File: src/rtl/rca_pkg.sv
// Shared types and constants for the nibble-serial ripple-carry adder.
// State encoding and default slice width.
package rca_pkg;

  typedef enum logic [1:0] {
    IDLE = 2'd0,
    RUN  = 2'd1,
    DONE = 2'd2
  } state_t;

  localparam int SLICE_DEF = 4;

endpackage

File: src/rtl/rca_slice4.sv
// Combinational ripple-carry adder slice.
// Built from a chain of full-adder cells.
module rca_slice4
  import rca_pkg::*;
#(
  parameter int W = SLICE_DEF
) (
  input  logic [W-1:0] a,
  input  logic [W-1:0] b,
  input  logic         cin,
  output logic [W-1:0] sum,
  output logic         carry
);

  logic [W:0] c;

  assign c[0] = cin;

  for (genvar i = 0; i < W; i++) begin : g_fa
    assign sum[i]  = a[i] ^ b[i] ^ c[i];
    assign c[i+1]  = (a[i] & b[i])
                   | (c[i] & (a[i] ^ b[i]));
  end

  assign carry = c[W];

endmodule

File: src/rtl/rca_seq_ctrl.sv
// Multi-cycle wide adder: one narrow slice reused LSB first,
// with the carry held in carry_r between slice cycles.
module rca_seq_ctrl
  import rca_pkg::*;
#(
  parameter int WIDTH = 16,
  parameter int SLICE = SLICE_DEF
) (
  input  logic             clk,
  input  logic             rst,
  input  logic             start,
  input  logic [WIDTH-1:0] a,
  input  logic [WIDTH-1:0] b,
  input  logic             cin,
  output logic             busy,
  output logic             done,
  output logic [WIDTH-1:0] sum,
  output logic             cout
);

  localparam int NSLICE = WIDTH / SLICE;
  localparam int IW =
    (NSLICE > 1) ? $clog2(NSLICE) : 1;
  localparam logic [IW-1:0] LAST =
    IW'(NSLICE - 1);

  state_t state, nstate;

  logic [IW-1:0]    idx;
  logic [WIDTH-1:0] a_r, b_r;
  logic             carry_r;

  logic [SLICE-1:0] sa, sb, ss;
  logic             sc;

  assign sa = a_r[idx*SLICE +: SLICE];
  assign sb = b_r[idx*SLICE +: SLICE];

  rca_slice4 #(.W(SLICE)) u_slice (
    .a     (sa),
    .b     (sb),
    .cin   (carry_r),
    .sum   (ss),
    .carry (sc)
  );

  always_ff @(posedge clk or posedge rst) begin
    if (rst) state <= IDLE;
    else     state <= nstate;
  end

  always_comb begin
    nstate = state;
    unique case (state)
      IDLE: if (start) nstate = RUN;
      RUN:  if (idx == LAST) nstate = DONE;
      DONE: nstate = IDLE;
      default: nstate = IDLE;
    endcase
  end

  assign busy = (state == RUN);
  assign done = (state == DONE);

  // idx parks on the last slice; it is reloaded on every accepted start
  always_ff @(posedge clk or posedge rst) begin
    if (rst) begin
      idx     <= '0;
      a_r     <= '0;
      b_r     <= '0;
      carry_r <= 1'b0;
      sum     <= '0;
      cout    <= 1'b0;
    end else if (state == IDLE && start) begin
      a_r     <= a;
      b_r     <= b;
      carry_r <= cin;
      idx     <= '0;
      sum     <= '0;
    end else if (state == RUN) begin
      sum[idx*SLICE +: SLICE] <= ss;
      carry_r <= sc;
      if (idx == LAST) cout <= sc;
      else             idx  <= idx + 1'b1;
    end
  end

endmodule
File: config.mk
export PLATFORM = sky130hd
export DESIGN_NAME = rca_seq_ctrl
export DESIGN_NICKNAME = d
export VERILOG_FILES = /design/src/rtl/rca_pkg.sv /design/src/rtl/rca_slice4.sv /design/src/rtl/rca_seq_ctrl.sv
export SDC_FILE = /design/constraint.sdc
export NUM_CORES = 1
export LEC_CHECK = 0
export ABC_AREA = 0
export CORE_ASPECT_RATIO = 0.7
export CORE_MARGIN = 3
export CORE_UTILIZATION = 45
export DETAILED_ROUTE_END_ITERATION = 8
export HOLD_SLACK_MARGIN = 0.03
export PLACE_DENSITY_LB_ADDON = 0.08
export SYNTH_ARGS = -nofsm -noshare
export SYNTH_HDL_FRONTEND = slang
export SYNTH_HIERARCHICAL = 1
export SYNTH_SLANG_ARGS = --single-unit
File: constraint.sdc
create_clock -name clk -period 2.7 [get_ports clk]
set_input_delay 0.54 -clock clk [delete_from_list [all_inputs] [get_ports clk]]
set_output_delay 0.54 -clock clk [all_outputs]
set_load 0.02 [all_outputs]
Word-level counts from Yosys, hierarchy flattened

Cells that the tools add are included.

$add $sub $neg: 2
Equal/unequal tests: 6
Shift operators: 4
Mux-type cells: 11
Bitwise logic cells: 21
Reduce and logical (&&, ||, !) cells: 6

Operators by type and width:

| cell                      | number |
|---|---|
| $neg A4 Y34               | 1 |
| $shift A4 B34 Y16 const A | 1 |
| $shiftx A4 B34 Y16        | 1 |
| $mux W16                  | 2 |
| $shiftx A16 B5 Y4         | 2 |
| $bwmux W16                | 1 |
| $mux W2                   | 5 |
| $and A1 B1 Y1             | 8 |
| $xor A1 B1 Y1             | 8 |
| $eq A2 B2 Y1 const B      | 2 |
| $ne A2 B2 Y1 const B      | 2 |
| $or A1 B1 Y1              | 4 |
| $pmux W2 S2               | 1 |
| $reduce_and A2 Y1         | 2 |
| $reduce_and A3 Y1         | 1 |
| $add A2 B1 Y2 const B     | 1 |
| $eq A2 B1 Y1 const B      | 1 |
| $logic_not A2 Y1          | 1 |
| $mux W1                   | 2 |
| $ne A2 B1 Y1 const B      | 1 |
| $reduce_bool A2 Y1        | 1 |
| $logic_and A1 B1 Y1       | 1 |
| $not A1 Y1                | 1 |

Flip-flop bits (word level): 54
Input bits: 36
Output and inout bits: 19
Logic and storage cells: 57

Depth between registers and ports, before layout

Gate-level depths: netlist of the first run.

Depth after elaboration: 13
Gate-level depth with buffers: 12
Mapped depth without buffers: 11

Hierarchy

Netlist of the first run, hierarchy kept.

By module, submodules not included:

| module       | instances | cells an instance | area each (um^2) | sequential area each (um^2) |
|---|---|---|---|---|
| rca_seq_ctrl | 1         | 156               | 2391.0           | 1351.3 |
| rca_slice4   | 1         | 14                | 117.6            | 0.0 |

Worst setup path after synthesis of the first run

Ideal clock, no wire load.

Path kind: register to register
Start point: register idx[0]
End point: register sum[15]
Library setup time: 0.072 ns
Data arrival time: 2.829 ns
Required time: 2.628 ns
Slack: -0.200 ns
Cell stages (with the launch flop): 13
Buffers on the path: 1
Clock period less this slack: 2.900 ns
Cell sequence: dfrtp_1 -> buf_6 -> mux4_2 -> fa_1 -> inv_1 -> fa_1 -> inv_1 -> fa_1 -> inv_1 -> fa_1 -> inv_1 -> a32oi_1 -> nor2_1

Word-level cells in the longest chain between the ends: 13
Elaborated cells on any way between the ends: 25
Classes of those cells: add/sub: 1; shift: 4; mux: 3; bitwise: 17

Ends and longest elaborated chain:

| item                           | line               | source |
|---|---|---|
| start: declaration             | rca_seq_ctrl.sv:29 | `logic [IW-1:0] idx;` |
| start signal: assignment       | rca_seq_ctrl.sv:84 | `else idx <= idx + 1'b1;` |
| $shiftx A16 B5 Y4 *            | rca_seq_ctrl.sv:36 | `assign sa = a_r[idx*SLICE +: SLICE];` |
| net sa[0]                      | rca_seq_ctrl.sv:33 | `logic [SLICE-1:0] sa, sb, ss;` |
| $xor A1 B1 Y1                  | rca_slice4.sv:22   | `\| (c[i] & (a[i] ^ b[i]));` |
| $and A1 B1 Y1                  | rca_slice4.sv:22   |  |
| $or A1 B1 Y1 *                 | rca_slice4.sv:22   |  |
| $and A1 B1 Y1 *                | rca_slice4.sv:22   |  |
| $or A1 B1 Y1 *                 | rca_slice4.sv:22   |  |
| $and A1 B1 Y1 *                | rca_slice4.sv:22   |  |
| $or A1 B1 Y1 *                 | rca_slice4.sv:22   |  |
| $xor A1 B1 Y1 *                | rca_slice4.sv:20   | `assign sum[i] = a[i] ^ b[i] ^ c[i];` |
| net ss[3]                      | rca_seq_ctrl.sv:33 |  |
| $shiftx A4 B34 Y16 *           | rca_seq_ctrl.sv:81 | `sum[idx*SLICE +: SLICE] <= ss;` |
| $bwmux W16 *                   | rca_seq_ctrl.sv:81 |  |
| $mux W16 *                     | rca_seq_ctrl.sv:80 | `end else if (state == RUN) begin` |
| $mux W16 *                     | rca_seq_ctrl.sv:74 | `end else if (state == IDLE && start) begin` |
| end signal: indexed assignment | rca_seq_ctrl.sv:81 |  |
| end: declaration               | rca_seq_ctrl.sv:17 | `output logic [WIDTH-1:0] sum,` |

The timed path passes the listed nets; every way through them passes the cells marked *. The select of a mux whose other input is x is not followed.
A chain may end at the register's enable or synchronous reset.

Worst setup path in the final report of the first run

Ends and elaborated chain as after synthesis.

==> impl.org, run 1 <==
** Status
- The flow ran to the end, but the final reports show violations.
- The final reports fail on negative setup slack.

** STA
- The number of hold violations in the final report was 0.
- Of the available clock period, the critical path in the final layout requires 103%.
- RSZ-0062 raised after global routing :: true
- Max-Slew Margin vs Limit :: 54.8%
- Shortest clock period the worst path allows after layout :: about 2.8 ns
- Setup Viol. Count Final :: 3
- The tightest hold path in the finished design has a slack of roughly 0.5 ns.
- At the pin with the least slew margin, the transition time is approximately 0.67 ns.
- After layout, the worst setup slack is -0.0691 ns.
- Final slew viol count :: 0
- Static timing analysis puts the maximum clock frequency at between 300 and 400 MHz.
- On the final layout, the worst clock skew is ~0.0049 ns.

** Setup path
- In this run the critical register-to-register path is captured at sum[15].
- Worst path required time :: ~2.9 ns
- Worst Reg2Reg Path Length in Cells :: 11
- Kind of end point of the critical path :: flip-flop
- Setup slack on the worst reg-to-reg path comes out at -0.07 ns.
- STA classifies the critical path startpoint as a flip-flop.
- CP arrival :: 3.01 ns
- The critical path is of the reg2reg type.
- The startpoint identified for the worst register-to-register timing path is idx[0].
- Of all nets on the critical path, the largest fanout is 4.

** Min path
- Start point of the worst min-delay path :: sum[5]
- Number of cells traversed by the worst hold path :: 1
- Endpoint of the worst hold-timing path :: sum[5]
- The path class of the tightest hold or removal check is reg2reg.

** Floorplanning
- Overall die area :: 0.00652 mm2
- Core area :: roughly 0.0053 mm2
- Row count :: 22
- Height of the die :: about 68 um
- Initial Utilization :: between 40% and 50%
- In this run the horizontal extent of the chip is ~95 um.
- For this design the top-level I/O count stands at between 50 and 60.

** Drt
- Once detail routing completed, the nets flagged for antenna violations numbered 0.
- Drt wl/cell :: ~17 um
- Detailed router's first-iteration violation count :: between 50 and 60
- Routed vias :: roughly 1600
- Router iterations before antenna repair :: 5
- Amount of wire on met2 after detailed routing :: 2060 um
- After detailed routing, the total wire length is between 5000 and 6000 um.
- Top Metal Used :: met4
- In the routed design, unresolved DRC markers number 0.
- Detailed routing placed a total of around 270 um of wire on met3.
- Routed via count divided by cell count :: a little over 5
- Routed length on met1 :: between 2000 and 3000 um

** Place
- Placed cell areas :: 0.00314 mm2
- Number of buffer cells added on primary ports :: 54
- Placer's final routability congestion estimate :: 0.798
- Detail Placement HPWL :: about 3800 um

** Synthesis
- Flops & latches, synth :: 54
- In this run, synthesis inferred 0 flip-flops with an integrated enable.
- Most instantiated flip-flop cell in the synthesis netlist :: dfrtp_1
- Post-synth top area cell :: dfrtp_1
- Cell variety after synth :: 29
- After Yosys synthesis, XOR and XNOR cells account for less than 1% of the synthesized area.
- Counting every net in the synthesized netlist gives 215.
- Multiplexer share of the synthesized area :: around 22%
- Portion of synthesized cell area occupied by the leading cell type :: a little over half
- After synthesis, the share of flip-flops with an asynchronous set or reset is between 90% and 100%.
- Yosys instantiated no cell more often than dfrtp_1.
- Ranked by instance count, the synthesized netlist is headed by dfrtp_1 (54), mux2_2 (32), inv_1 (14).
- Instance count of the mapped netlist :: between 150 and 200
- By area, the combinational part of the netlist is dominated by multiplexers.
- Dividing the synthesized area by the synthesized cell count gives 14.8 um2.
- Largest cells by area after synthesis :: dfrtp_1 (54%), mux2_2 (14%), mux4_2 (7.2%), a22o_1 (4.2%), fa_1 (3.2%)
- After Yosys synthesis, and, or, nand and nor cells account for 5.69% of the synthesized area.
- Total number of yosys warnings :: 6
- Of the total synthesized cell area, the portion taken by full adders, half adders and majority gates is roughly 5.7%.
- Proportion of synthesized chip area in sequential cells :: 53.9%
- In this run the cell area of the synthesized design comes to 0.00251 mm2.
- Fraction of the mapped netlist area in compound gates :: under 10%

** Power
- Maximum ir drop on the vdd rail :: around 0.43 mV
- In this run the static leakage power is approximately 1.4 nW.
- Power per standard cell area :: approximately 1300 mW/mm2

** Final layout
- Sequential Area :: about 0.0014 mm2
- Fraction of final layout cells with drive strength greater than 1 :: about 28%
- Final net count :: between 200 and 300
- Compared with the post-synthesis result, the final layout area differs by 28.8%.
- The finished cells cover about 0.0032 mm2.
- Summing all multi-input logic gate instances after layout gives between 0.001 and 0.0015 mm2.
- After filler insertion, the fill cell instance count of the layout stands at around 440.
- The repair_antennas step left the layout with diodes totalling 0.

** Clock network
- Once the clock tree was built, the setup fixing pass inserted 0 buffers.
- The number of hold buffers added after CTS was 0.
- Number of levels the H-tree was split into :: 2
- Clock-pin slew was measured on the worst setup and hold paths at 0.09 ns.
- At the later pin of the worst-skew pair, clock insertion delay measures approximately 0.30 ns.
- The clock drives 54 sinks.
- Number of buffers created by CTS :: 5
- Clock Tree Buf Depth :: 2
- Clock tree root buffer cell :: clkbuf_8
- TritonCTS built the clock tree.

** Global route
- Global routing finished with a remaining overflow of 0.
- Via count of the first global-routing pass :: 1605
- Initial antenna violation count :: 0
- The first global-routing pass estimated 8070 um of wire.
- Total global-route track usage :: 16.8%
- Maximum number of pins on one net before global-route repair :: between 40 and 50

** Job
- Max-cap violations in this run came to 0.
repair_timing:
action,4_1_cts,5_1_grt
pin swaps,4,0
endpoints found under the setup margin,5,5
resized for setup,2,0
stage by stage:
step | TNS, ns | std cells | total power, mW | util, % | setup WS (ns)
final | -0.0842 | 302 | 4.11 | 60.8 | -0.0691
after global routing | -0.653 | 302 | 4.43 | 60.8 | -0.201
after CTS | -0.142 | 302 | 4.15 | 60.8 | -0.0806
after detailed placement | -0.375 | 294 | 3.68 | 59.1 | -0.159
after global placement | -0.0482 | 294 | 3.61 | 59.1 | -0.0482
after floorplan | -0.347 | 170 | 2.94 | - | -0.134
per-layer routing:
layer,vias to the layer above,GRT usage [%]
met1,791,25.3
li1,727,-
met2,44,23.0
met4,0,6.65
met3,8,4.29
met5,-,0
registers in the layout, summed over array words and instances (netlist names):
register / flops
a_r: 16
b_r: 16
sum: 16
idx: 2
state: 2
carry_r: 1
cout: 1
cell families after synthesis:
| kind of cell | count (synthesis) |
|---|---|
| xor gates and xnor gates | 1 |
| DFF | 54 |
| buffers and inverters | 22 |
| muxes | 42 |
| and+or+nand+nor | 22 |
| adders and majority gates | 9 |
| AOI/OAI and AO/OA | 20 |
worst max path at each step:
| stage | start | to | slack (ns) |
|---|---|---|---|
| after floorplan | idx[0] | sum[15] | -0.13 |
| after global placement | idx[0] | sum[15] | -0.05 |
| after detailed placement | idx[0] | sum[15] | -0.16 |
| after CTS | idx[0] | sum[15] | -0.08 |
| after global routing | idx[0] | sum[15] | -0.20 |
| final | idx[0] | sum[15] | -0.07 |
area by class of cell:
class | count | share of cell area [%]
sequential | 54 | 41.9
multi-input combinational | 94 | 32.0
timing repair buffer | 60 | 18.9
tap | 72 | 2.79
clock buffer | 7 | 2.67
inverter | 14 | 1.63
clock inverter | 1 | 0.155
layout by cell type (no fill, tap or decap), drive strengths merged, types with 3 or more instances in the layout:
cell | netlist | layout
a22o | 12 | 12
a32oi | 4 | 4
buf | 7 | 6
clkbuf | 1 | 7
clkdlybuf4s50 | 0 | 54
dfrtp | 54 | 54
fa | 4 | 4
ha | 5 | 5
inv | 14 | 14
mux2 | 33 | 33
mux4 | 8 | 8
nor2 | 6 | 6
nor2b | 4 | 4
nor3b | 3 | 3
report_power, final:
part           switching [mW]  internal [mW]
registers               0.230           1.18
logic                    1.13           1.12
clock network           0.250          0.207
critical path: stages (launching register included):
cell,delay [ns]
dfrtp_2,0.42
mux4_2,0.54
fa_2,0.37
inv_2,0.06
fa_2,0.18
inv_2,0.04
fa_2,0.33
inv_2,0.06
fa_1,0.42
inv_2,0.10
a32oi_1,0.09
nor2_1,0.10
Note: power is estimated with default switching activity, not from simulation.
==> run 2, diff against run 1 <==
--- a/config.mk
+++ b/config.mk
@@ -8,10 +8,10 @@
 export ABC_AREA = 0
 export CORE_ASPECT_RATIO = 0.7
 export CORE_MARGIN = 3
-export CORE_UTILIZATION = 45
+export CORE_UTILIZATION = 40
 export DETAILED_ROUTE_END_ITERATION = 8
 export HOLD_SLACK_MARGIN = 0.03
-export PLACE_DENSITY_LB_ADDON = 0.08
+export PLACE_DENSITY = 0.79
 export SYNTH_ARGS = -nofsm -noshare
 export SYNTH_HDL_FRONTEND = slang
 export SYNTH_HIERARCHICAL = 1
==> impl.org, run 2 (same netlist as run 1, synthesis figures left out) <==
** Drt
- The DRC marker count from the first detailed-route iteration is 84 (+56%).
- Router iterations before antenna repair :: 4 (-1)
- Routed via count divided by cell count :: 5.15 (-0.92%)
- The detailed-route wire length per cell came to 16.2 um (-2.1%).
- Total wirelength of the detailed-routed design :: 4960 um (-1.2%)
- The count of nets left with antenna violations after detail routing was 0 (unchanged).
- The total vias in the final route was 1571 (+0.064%).
- DRC violation count after routing :: 0 (unchanged)

** STA
- Minimum hold slack :: 0.496 ns (-0.0137 ns)
- The worst relative slew slack is 54.8% (about the same).
- Setup Viol. Count Final :: 1 (-2)
- Final slew viol count :: 0 (unchanged)
- Final-report hold violation count :: 0 (unchanged)
- RSZ-0062 raised after global routing :: true
- Max Clk Rate :: 364 MHz (+0.72%)
- The actual slew at the worst max-slew pin is 0.671 ns (-0.00000912 ns).
- Final Cycle Share :: 102% (-0.73 points)
- The aggregate negative setup slack was -0.0494 ns (+0.0349 ns).
- The final critical delay including setup and external delays came to 2.75 ns (-0.0197 ns).
- The final critical-path setup slack came to -0.0494 ns (+0.0197 ns).
- Worst clock skew on the final layout :: 0.0101 ns (+0.00516 ns)

** Power
- Clk pwr share :: 10.3% (-0.8 points)
- Comb power frac :: 54.5% (-0.2 points)
- Register share of total power :: 35.2% (+1.0 points)
- Internal power :: 2.47 mW (-1.2%)
- Net switching fraction of the power :: 38.5% (-0.64 points)
- The switching power summed over all nets came to 1.55 mW (-3.8%).
- Power per standard cell area :: 1250 mW/mm2 (-1.8%)
- Post-layout total power :: 4.02 mW (-2.2%)
- The worst ir drop on vdd came to 0.506 mV (+17%).
- Static leakage power :: 1.38 nW (-0.92%)

** Place
- The count of port buffers added during placement is 54 (unchanged).
- Placer's final routability congestion estimate :: 0.812 (+1.7%)
- Post-placement cell count :: 298 (+1.4%)
- Detail Placement HPWL :: 3820 um (+0.76%)

** Global route
- Maximum number of pins on one net before global-route repair :: 43 (unchanged)
- The aggregate global-route resource usage came to 15.1% (-1.7 points).
- The via count of the first global-routing pass is 1622 (+1.1%).
- Total grt overflow :: 0 (unchanged)
- The first-pass GRT wire length was 8310 um (+3.0%).
- Initial antenna violation count :: 0 (unchanged)

** Setup path
- Family of cells with the greatest summed delay on the critical path :: adder cells
- The worst-path maximum fanout is 4 (unchanged).
- The worst setup path is captured at a flip-flop.
- By startpoint and endpoint, the worst setup path is classified as reg2reg.
- CP arrival :: 2.99 ns (-0.02 ns)
- The largest incremental delay on the critical path was 0.53 ns (about the same).
- The startpoint identified for the worst register-to-register timing path is idx[0].
- The cell count along the critical path came to 11 (unchanged).
- Critical-path cell list :: mux4_2 -> fa_2 -> inv_2 -> fa_2 -> inv_2 -> fa_2 -> inv_2 -> fa_2 -> inv_2 -> a32oi_1 -> nor2_1
- Worst path required time :: 2.94 ns (about the same)
- The worst setup path is launched from a flip-flop.
- The number of cells on the worst reg-to-reg path came to 11 (unchanged).
- The most critical setup path has its startpoint at idx[0].
- Combined buffer and inverter count along the critical path :: 4 (unchanged)
- On the critical path, the stage with the largest delay is an instance of mux4_2.

** Clock network
- Clock Tree Buf Depth :: 2 (unchanged)
- Insertion delay of the later-clocked pin in the worst-skew pair :: 0.30 ns (about the same)
- Number of levels the H-tree was split into :: 2 (unchanged)
- Number of setup buffers added after CTS :: 0 (unchanged)
- The number of sinks handled by clock tree synthesis was 54 (unchanged).
- Number of buffers created by CTS :: 5 (unchanged)
- The tree is rooted in a clkbuf_8.
- The clock transition at the registers of the reported paths was 0.09 ns (about the same).
- TritonCTS built the clock tree.

** Final layout
- The net count reported at finish is 275 (+0.36%).
- Commonest cells after routing, fill and taps aside :: clkdlybuf4s50_1 (54), dfrtp_1 (53), mux2_2 (32)
- The antenna cell count was 0 (unchanged).
- The utilization after layout was 54.5% (-6.3 points).
- Most common cell after layout, fill and taps aside :: clkdlybuf4s50_1
- Biggest regs :: a_r (16), b_r (16), sum (16)
- The filler cell count in the final layout was 519 (+18%).
- The share of final-layout standard cells stronger than drive strength 1 was 28.7% (+0.43 points).
- The filler-free cell count of the finished design was 305 (+0.99%).
- Area Growth Syn to Fin :: 28.2%

** Floorplanning
- The width of the die came to 101 um (+5.7%).
- Initial Utilization :: 42.5% (-4.7 points)
- The number of top-level pins was 55 (unchanged).
- The placeable core area is 0.00590 mm2 (+11%).
- The floorplan die height was 72.3 um (+5.5%).
- The area enclosed by the die boundary came to 0.00727 mm2 (+12%).
- The number of core rows is 23 (+4.5%).

** Job
- Max-cap violations :: 0 (unchanged)

** Status
- Failing checks :: negative setup slack
- The run finished, with violations left.

** Min path
- The path class of the tightest hold or removal check is reg2reg.
- Number of cells traversed by the worst hold path :: 1 (unchanged)
- Start point of the worst min-delay path :: a_r[15]
==> run 2: changes by cell type in the layout (fill, tap and decap cells not counted) <==
| cell | previous run | this run |
|---|---|---|
| buf_12 | 2 | 1 |
| buf_4 | 4 | 6 |
| clkbuf_1 | 1 | 2 |
| clkbuf_8 | 6 | 5 |
| clkinv_2 | 1 | 0 |
| fa_1 | 1 | 0 |
| fa_2 | 3 | 4 |
| inv_1 | 9 | 8 |
| inv_2 | 5 | 6 |
==> run 2: metrics by stage <==
stage	instance area, um2	worst slack [ns]
after floorplan	2520	-0.134
final	3220	-0.0494
after CTS	3210	-0.0856
after detailed placement	3140	-0.0776
after global placement	3140	-0.0280
after global routing	3220	-0.197
==> run 2: layout make-up <==
cell class	count	area, um2	area share, %
repair buffers	61	606	18.8
clock buffers	7	76.3	2.37
well taps	75	93.8	2.92
inverters	14	52.6	1.63
flip-flops and latches	54	1350	42.0
multi-input cells	94	1040	32.2
==> run 2: path summary, 6_finish.rpt <==
path                       endpoint  slack (ns)
setup / recovery            sum[15]       -0.05
hold / removal              a_r[15]        0.50
setup reg to reg            sum[15]       -0.05
hold reg to reg             a_r[15]        0.50
max in group asynchronous    b_r[3]        1.46
min in group asynchronous   sum[10]        0.62
==> run 2: repair_timing <==
item / in CTS / in global routing
hold buffers: 0 / 0
pin swaps: 3 / 3
endpoints found under the setup margin: 4 / 7
gates resized for setup: 0 / 4
gates cloned: 0 / 0
==> run 2: power by group through the flow <==
stage / clock network [mW] / logic [mW] / registers [mW]
2_1_floorplan: 0 / 1.52 / 1.43
3_5_place_dp: 0 / 2.17 / 1.44
6_report: 0.413 / 2.19 / 1.42
5_1_grt: 0.460 / 2.41 / 1.47
3_3_place_gp: 0 / 2.14 / 1.42
4_1_cts: 0.427 / 2.18 / 1.42
==> run 2: worst reg2reg max path, delay by kind of cell, from the launching register on <==
family                   cells  cell delay, ns
adder cells (fa/ha/maj)      4            1.29
multiplexers                 1            0.53
flip-flops                   1            0.42
buffers and inverters        4            0.26
AND/OR/NAND/NOR              1            0.10
AO/OA/AOI/OAI                1            0.09
==> run 2: metal layers <==
metal / routed length, um / track usage [%]
met5: 0 / 0
met4: 36 / 4.04
met2: 2220 / 21.4
met3: 300 / 3.84
met1: 2400 / 23.0
==> run 3, diff against run 2 <==
--- a/config.mk
+++ b/config.mk
@@ -8,10 +8,10 @@
 export ABC_AREA = 0
 export CORE_ASPECT_RATIO = 0.7
 export CORE_MARGIN = 3
-export CORE_UTILIZATION = 40
+export CORE_UTILIZATION = 45
 export DETAILED_ROUTE_END_ITERATION = 8
 export HOLD_SLACK_MARGIN = 0.03
-export PLACE_DENSITY = 0.79
+export PLACE_DENSITY = 0.86
 export SYNTH_ARGS = -nofsm -noshare
 export SYNTH_HDL_FRONTEND = slang
 export SYNTH_HIERARCHICAL = 1
==> impl.org, run 3 (same netlist as run 1, synthesis figures left out) <==
** Status
- Result of the run :: finished with violations
- Failing checks :: negative setup slack

** Setup path
- The worst path required time is 2.95 ns (about the same).
- Slowest cell on the critical path :: mux4_2
- Family of cells with the greatest summed delay on the critical path :: adder cells
- Kind of end point of the critical path :: flip-flop
- The worst-path maximum fanout was 4 (unchanged).
- The signal on the critical path passes through mux4_2 -> fa_2 -> inv_2 -> fa_2 -> inv_2 -> fa_2 -> inv_2 -> fa_1 -> inv_2 -> buf_4 -> a22o_1.
- The critical path is of the reg2reg type.
- Combined buffer and inverter count along the critical path :: 5 (+1)
- Among the stages of the critical path, the cell type that occurs most often is inv_2.
- Worst Reg2Reg Path Length in Cells :: 11 (unchanged)
- The cell count along the critical path was 11 (unchanged).
- Worst path max stage delay :: 0.53 ns (about the same)
- The critical path data arrival time was 3.04 ns (+0.05 ns).
- Critical path launch point type :: flip-flop

** Global route
- The initial antenna violation count came to 0 (unchanged).
- Total global-route track usage :: 17.9% (+2.9 points)
- First-pass GRT wire length :: 8560 um (+2.9%)
- The largest net degree at the start of global routing came to 43 (unchanged).
- Via count of the first global-routing pass :: 1640 (+1.1%)
- Total grt overflow :: 0 (unchanged)

** Drt
- Amount of wire on met2 after detailed routing :: 2260 um (+1.8%)
- The DRC marker count from the first detailed-route iteration is 127 (+51%).
- The highest layer touched by signal routing is met4.
- The wire length after detailed routing is 5070 um (+2.2%).
- The per-cell via count in the routed design came to 5.27 (+2.4%).
- The number of iterations in the first detailed-routing pass is 4 (unchanged).
- Drt wl/cell :: 16.7 um (+2.6%)
- Count of nets left with antenna violations after detail routing :: 0 (unchanged)
- The detailed route wirelength on metal3 is 332 um (+11%).
- The wire length on met1 came to 2410 um (+0.46%).
- DRC violation count after routing :: 0 (unchanged)
- The total vias in the final route was 1603 (+2.0%).

** Min path
- Number of cells traversed by the worst hold path :: 1 (unchanged)
- The min-delay analysis places its worst path in the category reg2reg.

** Final layout
- The library cells used most frequently in the layout, excluding fill and tap cells, are clkdlybuf4s50_1 (54), dfrtp_1 (53), mux2_2 (32).
- Biggest regs :: a_r (16), b_r (16), sum (16)
- Diode count :: 0 (unchanged)
- The library cell used most frequently in the layout, excluding fill and tap cells, is clkdlybuf4s50_1.
- The net count reported at finish came to 276 (+0.36%).
- The share of final-layout standard cells stronger than drive strength 1 came to 29.3% (+0.61 points).
- Fraction of the core area covered by cells at the end of the flow :: 60.9% (+6.4 points)
- The filler-free cell count of the finished design is 304 (-0.33%).
- Compared with the post-synthesis result, the final layout area differs by 29.0%.
- The final instance area is 0.00324 mm2 (+0.58%).

** STA
- The final critical-path setup slack came to -0.0893 ns (-0.0399 ns).
- Transition time at the pin with the least slew margin :: 0.689 ns (+0.0181 ns)
- The number of hold violations in the final report was 0 (unchanged).
- The total setup violations reported at the end of the flow is 3 (+2).
- RSZ-0062 raised after global routing :: true
- Final slew viol count :: 0 (unchanged)
- The post-route worst hold slack is 0.502 ns (+0.00620 ns).
- Final Cycle Share :: 103% (+1.5 points)
- Worst clock skew on the final layout :: 0.00636 ns (-0.00374 ns)
- The worst relative slew slack came to 53.6% (-1.2 points).
- Shortest clock period the worst path allows after layout :: 2.79 ns (+0.0399 ns)
- The fmax is 359 MHz (-1.4%).

** Place
- Number of buffer cells added on primary ports :: 54 (unchanged)
- Detail Placement HPWL :: 3850 um (+0.90%)
- Placed cell areas :: 0.00313 mm2 (-0.12%)
- Post-placement cell count :: 295 (-1.0%)
- Placer's final routability congestion estimate :: 0.843 (+3.8%)

** Floorplanning
- Overall die area :: 0.00652 mm2 (-10%)
- Row count :: 22 (-4.3%)
- Initial Utilization :: 47.2% (+4.7 points)
- The placeable core area is 0.00531 mm2 (-9.9%).
- The number of top-level pins was 55 (unchanged).
- The floorplan die height is 68.5 um (-5.2%).
- Die Width :: 95.2 um (-5.4%)

** Power
- The reported leakage power came to 1.39 nW (+0.96%).
- Power per standard cell area :: 1290 mW/mm2 (+3.6%)
- Post-layout total power :: 4.19 mW (+4.2%)
- Maximum ir drop on the vdd rail :: 0.547 mV (+8.2%)

** Clock network
- Clock tree root buffer cell :: clkbuf_8
- Number of levels the H-tree was split into :: 2 (unchanged)
- The number of buffers created by CTS came to 5 (unchanged).
- TritonCTS built the clock tree.
- Sink Count :: 54 (unchanged)
- The maximum clock path buffer count is 2 (unchanged).
- The clock transition at the registers of the reported paths came to 0.10 ns (about the same).
- Insertion delay of the later-clocked pin in the worst-skew pair :: 0.31 ns (about the same)

** Job
- Max-cap violations :: 0 (unchanged)
run 3: worst paths after layout:
check                      startpoint  endpoint  slack [ns]
min reg2reg                   a_r[15]   a_r[15]        0.50
max                            idx[0]   sum[11]       -0.09
min in group asynchronous         rst    a_r[8]        0.61
max in group asynchronous         rst    a_r[5]        1.43
max reg2reg                    idx[0]   sum[11]       -0.09
min                           a_r[15]   a_r[15]        0.50
run 3: metal layers:
metal | up-vias | track usage, %
li1 | 740 | -
met1 | 805 | 25.3
met2 | 52 | 27.2
met3 | 6 | 4.95
met4 | 0 | 5.40
met5 | - | 0
run 3: timing repair:
action,4_1_cts,5_1_grt
setup endpoints to repair,4,5
gates cloned,0,0
pin swaps,3,1
gates resized for setup,1,1
hold buffers,0,0
setup buffers,0,1
run 3: area by class of cell:
cell class,count,area (um2)
fillers,400,2080
inverters,14,52.6
clock buffers,5,68.8
repair buffers,62,613
multi-input cells,94,1030
clock inverters,3,25.0
well taps,72,90.1
flip-flops and latches,54,1350
run 3: report_power, final:
group	switching, mW	leakage [nW]	total [mW]	internal [mW]
registers	0.245	0.670	1.42	1.18
clock network	0.273	0.0447	0.461	0.188
logic	1.13	0.678	2.31	1.18
total	1.65	1.39	4.19	2.54
run 3: per-stage QoR:
stage	setup TNS, ns	setup slack [ns]
3_5_place_dp	-0.248	-0.125
4_1_cts	-0.0807	-0.0709
2_1_floorplan	-0.347	-0.134
6_report	-0.169	-0.0893
5_1_grt	-0.604	-0.208
3_3_place_gp	-0.0266	-0.0266
